--- config.mk ---
export PLATFORM = sky130hd
export DESIGN_NAME = env_follower
export DESIGN_NICKNAME = d
export VERILOG_FILES = /design/src/rtl/env_follower.sv
export SDC_FILE = /design/constraint.sdc
export NUM_CORES = 1
export LEC_CHECK = 0
export BUFFER_PORTS_ARGS = -buffer_cell sky130_fd_sc_hd__buf_2
export CORE_ASPECT_RATIO = 1.5
export CORE_MARGIN = 1
export CORE_UTILIZATION = 53
export DETAILED_ROUTE_END_ITERATION = 8
export PLACE_DENSITY = 0.83
export SETUP_SLACK_MARGIN = 0.02
export SYNTH_ARGS = -nofsm -noshare
export SYNTH_HDL_FRONTEND = slang
export SYNTH_SLANG_ARGS = --single-unit
--- constraint.sdc ---
create_clock -name i_clk -period 6.9 [get_ports i_clk]
set_clock_uncertainty 0.05 [all_clocks]
set_input_delay 0.69 -clock i_clk [delete_from_list [all_inputs] [get_ports i_clk]]
set_output_delay 0.69 -clock i_clk [all_outputs]
set_load 0.05 [all_outputs]
--- src/rtl/env_follower.sv ---
// Envelope follower with slew-limited attack/release, hysteretic gate with hold, and peak capture.
// All state advances on sample-rate updates (ce qualified by sample_valid).
module env_follower (
    input  logic       i_clk,
    input  logic       i_rst,
    input  logic       i_ce,
    input  logic       i_sample_valid,
    input  logic [7:0] i_sample,
    input  logic [7:0] i_ai,
    input  logic [7:0] i_ri,
    input  logic [7:0] i_th_on,
    input  logic [7:0] i_th_off,
    input  logic [7:0] i_hold,
    input  logic       i_peak_clr,
    output logic [7:0] o_envelope,
    output logic       o_gate,
    output logic [7:0] o_peak
);

    typedef enum logic [1:0] {StIdle, StOn, StHold} state_e;

    state_e     r_state;
    state_e     w_state_d;
    logic [7:0] r_cnt;
    logic [7:0] w_cnt_d;
    logic [7:0] r_env;
    logic       r_gate;
    logic       w_gate_d;
    logic [7:0] r_peak;

    logic       w_qual;
    logic [7:0] w_neg;
    logic [7:0] w_mag;
    logic [7:0] w_up;
    logic [7:0] w_dn;
    logic [7:0] w_env_next;

    assign w_qual = i_ce & i_sample_valid;

    // -128 has no positive 8-bit double, so it saturates to full scale.
    assign w_neg = 8'd0 - i_sample;
    always_comb begin
        if (i_sample == 8'h80) begin
            w_mag = 8'hFF;
        end else if (i_sample[7]) begin
            w_mag = {w_neg[6:0], 1'b0};
        end else begin
            w_mag = {i_sample[6:0], 1'b0};
        end
    end

    assign w_up = w_mag - r_env;
    assign w_dn = r_env - w_mag;

    // Step is clamped to the distance to the target, so no wrap is possible.
    always_comb begin
        w_env_next = r_env;
        if (w_mag > r_env) begin
            w_env_next = r_env + ((i_ai < w_up) ? i_ai : w_up);
        end else if (w_mag < r_env) begin
            w_env_next = r_env - ((i_ri < w_dn) ? i_ri : w_dn);
        end
    end

    always_ff @(posedge i_clk or posedge i_rst) begin
        if (i_rst) begin
            r_state <= StIdle;
            r_cnt   <= 8'd0;
        end else if (w_qual) begin
            r_state <= w_state_d;
            r_cnt   <= w_cnt_d;
        end
    end

    always_comb begin
        w_state_d = r_state;
        w_cnt_d   = r_cnt;
        unique case (r_state)
            StIdle: begin
                if (w_env_next >= i_th_on) begin
                    w_state_d = StOn;
                end
            end
            StOn: begin
                if (w_env_next < i_th_off) begin
                    if (i_hold == 8'd0) begin
                        w_state_d = StIdle;
                    end else begin
                        w_state_d = StHold;
                        w_cnt_d   = i_hold;
                    end
                end
            end
            StHold: begin
                if (w_env_next >= i_th_on) begin
                    w_state_d = StOn;
                end else if (r_cnt <= 8'd1) begin
                    w_state_d = StIdle;
                end else begin
                    w_cnt_d = r_cnt - 8'd1;
                end
            end
            default: begin
                w_state_d = StIdle;
            end
        endcase
    end

    always_comb begin
        w_gate_d = (w_state_d == StOn) || (w_state_d == StHold);
    end

    always_ff @(posedge i_clk or posedge i_rst) begin
        if (i_rst) begin
            r_env  <= 8'd0;
            r_gate <= 1'b0;
        end else if (w_qual) begin
            r_env  <= w_env_next;
            r_gate <= w_gate_d;
        end
    end

    // Clear captures the pre-update envelope and wins over a same-edge update.
    always_ff @(posedge i_clk or posedge i_rst) begin
        if (i_rst) begin
            r_peak <= 8'd0;
        end else if (i_ce && i_peak_clr) begin
            r_peak <= r_env;
        end else if (w_qual && (w_env_next > r_peak)) begin
            r_peak <= w_env_next;
        end
    end

    assign o_envelope = r_env;
    assign o_gate     = r_gate;
    assign o_peak     = r_peak;

endmodule

==> results.sh <==
export IMPL_route_vias_total=5514
export IMPL_wl_final_mm=19.12
export IMPL_drt_first_pass_iters=5
export IMPL_dr_vias_cell=6.766
export IMPL_synth_top_flop_cell="sky130_fd_sc_hd__dfrtp_1"
export IMPL_h_tree_level_count=1
export IMPL_synth_edf_count=0
export IMPL_number_of_antenna_violations_at_the_first_check_in_global_routing=3
export IMPL_cts_hold_fix_buffers=0
export IMPL_timing_critical_path_slowest_stage_cell="sky130_fd_sc_hd__or3b_4"
export IMPL_max_stage_delay_ns=0.50
export IMPL_final_design_area_no_fill_sq_um=6193
export IMPL_synth_yosys_seq_area_share_pct=16.72
export IMPL_worstHoldEndpoint="o_envelope[7]$_DFFE_PP0P_"
export IMPL_tritoncts="yes"
export IMPL_groute_usage_overall_pct=45.60
export IMPL_cp_end_kind="register"
export IMPL_clkSlewWorstSetupHoldPaths_ns=0.10
export IMPL_violations="negative setup slack"
export IMPL_grt_max_degree=28
export IMPL_grt_overflow=0
export IMPL_syn_nets=649
export IMPL_unrepaired_setup_endpoints_after_global_routing="true"
export IMPL_synthToLayoutAreaGrowth_pct=53.25
export IMPL_max_slew_margin_pct=25.39
export IMPL_wl_per_cell_um=23.47
export IMPL_postSynth_asyncResetShare_pct=100.0
export IMPL_netlist_area_sq_um=4041
export IMPL_worst_hold_path_num_cells=1
export IMPL_timing_final_crit_share_pct=112.5
export IMPL_synth_seq_cells=27
export IMPL_placed_area_sq_um=5328
export IMPL_timing_rr_start="o_envelope[4]$_DFFE_PP0P_"
export IMPL_finalSetupViolations=19
export IMPL_drcViolationCount=0
export IMPL_drive_gt1_share_pct=46.22
export IMPL_required_ns=7.06
export IMPL_die_width_um=73.30
export IMPL_routability_congestion_estimate_from_global_placement=0.9936
export IMPL_floorplan_io_pins=70
export IMPL_placementRows=38
export IMPL_syn_avg_cell_area_sq_um=7.727
export IMPL_ant_nets=0
export IMPL_worst_r2r_cell_count=30
export IMPL_register_to_register_setup_slack_ns=0.08
export IMPL_hold_path_startpoint="o_envelope[7]$_DFFE_PP0P_"
export IMPL_finalMaxSlewViolations=0
export IMPL_critical_path_most_common_cell="sky130_fd_sc_hd__ha_1"
export IMPL_cts_root_buffer_cell="sky130_fd_sc_hd__clkbuf_8"
export IMPL_postSynthCellCount=523
export IMPL_critPathKind="in -> reg"
export IMPL_worstHoldPathType="reg -> reg"
export IMPL_starting_density_pct=55.19
export IMPL_critical_path_max_fanout=8
export IMPL_finalCriticalPeriod_ns=7.759
export IMPL_crit_arrival_ns=7.92
export IMPL_global_route_wire_length_before_repair_mm=27.54
export IMPL_reg2reg_to="r_cnt[1]$_DFFE_PP0P_"
export IMPL_num_fill_cells=401
export IMPL_synthDistinctLibCells=61
export IMPL_timing_worst_slew_pin_value_ns=1.118
export IMPL_dieHeight_um=108.9
export IMPL_cts_buffers=3
export IMPL_hold_viol_final=0
export IMPL_drt_iter0_markers=800
export IMPL_clkLatencyLatePin_ns=0.29
export IMPL_core_area_sq_um=7322
export IMPL_cts_num_sinks=27
export IMPL_yosys_warning_total=0
export IMPL_crit_path_start_kind="input pin"
export IMPL_max_clock_buf_depth=2
export IMPL_outcome="finished, violations left"
export IMPL_die_area_sq_um=7986
export IMPL_final_setup_worst_slack_ns=-0.8594
export IMPL_fmax_ghz=0.1289
export IMPL_grt_pass1_vias=5450
export IMPL_setup_tns_final_ns=-15.33
export IMPL_dp_hpwl_mm=11.20
export IMPL_maxCapViolCount=0
export IMPL_finalNetCount=841
export IMPL_io_buffers=69
## critical path: cells and delay by family
family,cells,cell delay (ns)
multiplexers,1,0.20
buffers and inverters,3,0.33
adder cells (fa/ha/maj),4,1.13
AND/OR/NAND/NOR,11,2.54
AO/OA/AOI/OAI,13,2.44
XOR/XNOR,2,0.56
## state kept, by name, indices dropped and copies added, names as in the netlist
register / flops
o_gate: 1
o_peak: 8
r_state: 2
r_cnt: 8
o_envelope: 8
## through the flow
step           std cells  setup WS [ns]  hold WS [ns]  utilization (%)
6_report             815        -0.8594        0.5069            84.59
3_3_place_gp         776        -0.8607        0.4696            72.76
5_1_grt              814         -1.235        0.5465            84.55
3_5_place_dp         776         -1.001        0.4681            72.76
2_1_floorplan        523        -0.3899        0.4812                -
4_1_cts              803        -0.4917        0.4970            79.55
## final cells by class
| class | count | area [sq um] | share of cell area [%] |
|---|---|---|---|
| Antenna cell | 1 | 2.502 | 0.04040 |
| Clock buffer | 3 | 41.29 | 0.6667 |
| Clock inverter | 1 | 5.005 | 0.08081 |
| Inverter | 56 | 215.2 | 3.475 |
| Multi-Input combinational cell | 422 | 3707 | 59.86 |
| Sequential cell | 27 | 675.6 | 10.91 |
| Tap cell | 100 | 125.1 | 2.020 |
| Timing Repair Buffer | 205 | 1421 | 22.95 |
## cells in the mapped netlist (3+ instances only)
library cell,count,share of area [%]
sky130_fd_sc_hd__nor2b_1,11,1.7
sky130_fd_sc_hd__nor4_1,3,0.46
sky130_fd_sc_hd__mux2i_1,6,1.5
sky130_fd_sc_hd__o21ai_0,37,4.6
sky130_fd_sc_hd__o211ai_1,5,0.93
sky130_fd_sc_hd__o31ai_1,5,0.93
sky130_fd_sc_hd__a211oi_1,7,1.3
sky130_fd_sc_hd__nand3_1,8,0.99
sky130_fd_sc_hd__a21boi_0,3,0.56
sky130_fd_sc_hd__nor3b_1,3,0.56
sky130_fd_sc_hd__inv_1,56,5.2
sky130_fd_sc_hd__ha_1,69,21
sky130_fd_sc_hd__buf_2,3,0.37
sky130_fd_sc_hd__nor2_1,42,3.9
sky130_fd_sc_hd__nand2_1,51,4.7
sky130_fd_sc_hd__nor3_1,13,1.6
sky130_fd_sc_hd__o21a_1,9,1.7
sky130_fd_sc_hd__a21oi_1,43,5.3
sky130_fd_sc_hd__a21o_1,14,2.6
sky130_fd_sc_hd__xor2_1,12,2.6
sky130_fd_sc_hd__buf_6,3,0.84
sky130_fd_sc_hd__clkbuf_1,13,1.2
sky130_fd_sc_hd__a31oi_1,4,0.62
sky130_fd_sc_hd__xnor2_1,13,2.8
sky130_fd_sc_hd__mux2_2,5,1.4
sky130_fd_sc_hd__fa_1,4,2.0
sky130_fd_sc_hd__dfrtp_1,27,17
sky130_fd_sc_hd__o31a_1,3,0.65
sky130_fd_sc_hd__nand2b_1,4,0.62
## worst max path at each step
stage	startpoint	to	depth (start not counted)
floorplan	i_sample[2]	o_peak[7]$_DFFE_PP0P_	35
global placement	i_sample[2]	r_state[0]$_DFFE_PP0P_	36
detailed placement	i_sample[2]	r_cnt[6]$_DFFE_PP0P_	36
CTS	i_sample[2]	r_cnt[1]$_DFFE_PP0P_	34
global route	i_sample[0]	o_gate$_DFFE_PP0P_	35
finish	i_sample[2]	r_cnt[1]$_DFFE_PP0P_	34
## routing by layer
metal | GRT usage, % | vias to the layer above | routed length, um | part of all wire, %
li1 | - | 2250 | - | -
met1 | 44.01 | 2510 | 5883 | 31
met2 | 75.99 | 516 | 8971 | 47
met3 | 16.91 | 238 | 1931 | 10
met4 | 37.91 | 0 | 2337 | 12
met5 | 0 | - | 0 | 0
## cells in the final DEF, fill, tap and decap left out, types with 12 or more instances in the layout
master,count
sky130_fd_sc_hd__ha_1,51
sky130_fd_sc_hd__a21o_1,13
sky130_fd_sc_hd__o21ai_2,12
sky130_fd_sc_hd__inv_1,53
sky130_fd_sc_hd__o21ai_0,19
sky130_fd_sc_hd__dfrtp_1,27
sky130_fd_sc_hd__a21oi_1,26
sky130_fd_sc_hd__nor2_1,34
sky130_fd_sc_hd__a21oi_2,13
sky130_fd_sc_hd__buf_4,127
sky130_fd_sc_hd__nand2_1,45
sky130_fd_sc_hd__buf_2,67
## timing repair
| item | in CTS | in global routing |
|---|---|---|
| buffers inserted | 21 | 12 |
| resized for setup | 54 | 72 |
| gates cloned | 2 | 0 |
| pin swaps | 32 | 43 |
| setup endpoints to repair | 19 | 19 |
## logic make-up (layout without fill, tap and decap cells)
family	after synthesis	after routing	share of synthesized area (%)
buf+inv	75	265	7.616
mux	11	11	2.879
xor+xnor	25	25	5.418
fa+ha+maj	73	73	23.34
simple gates	152	152	17.55
other cells	0	1	0
flops	27	27	16.72
compound gates	160	161	26.47
Power is left out: the tool's default activity adds up to more than one toggle a clock period on the data nets, which glitch-free logic cannot reach.
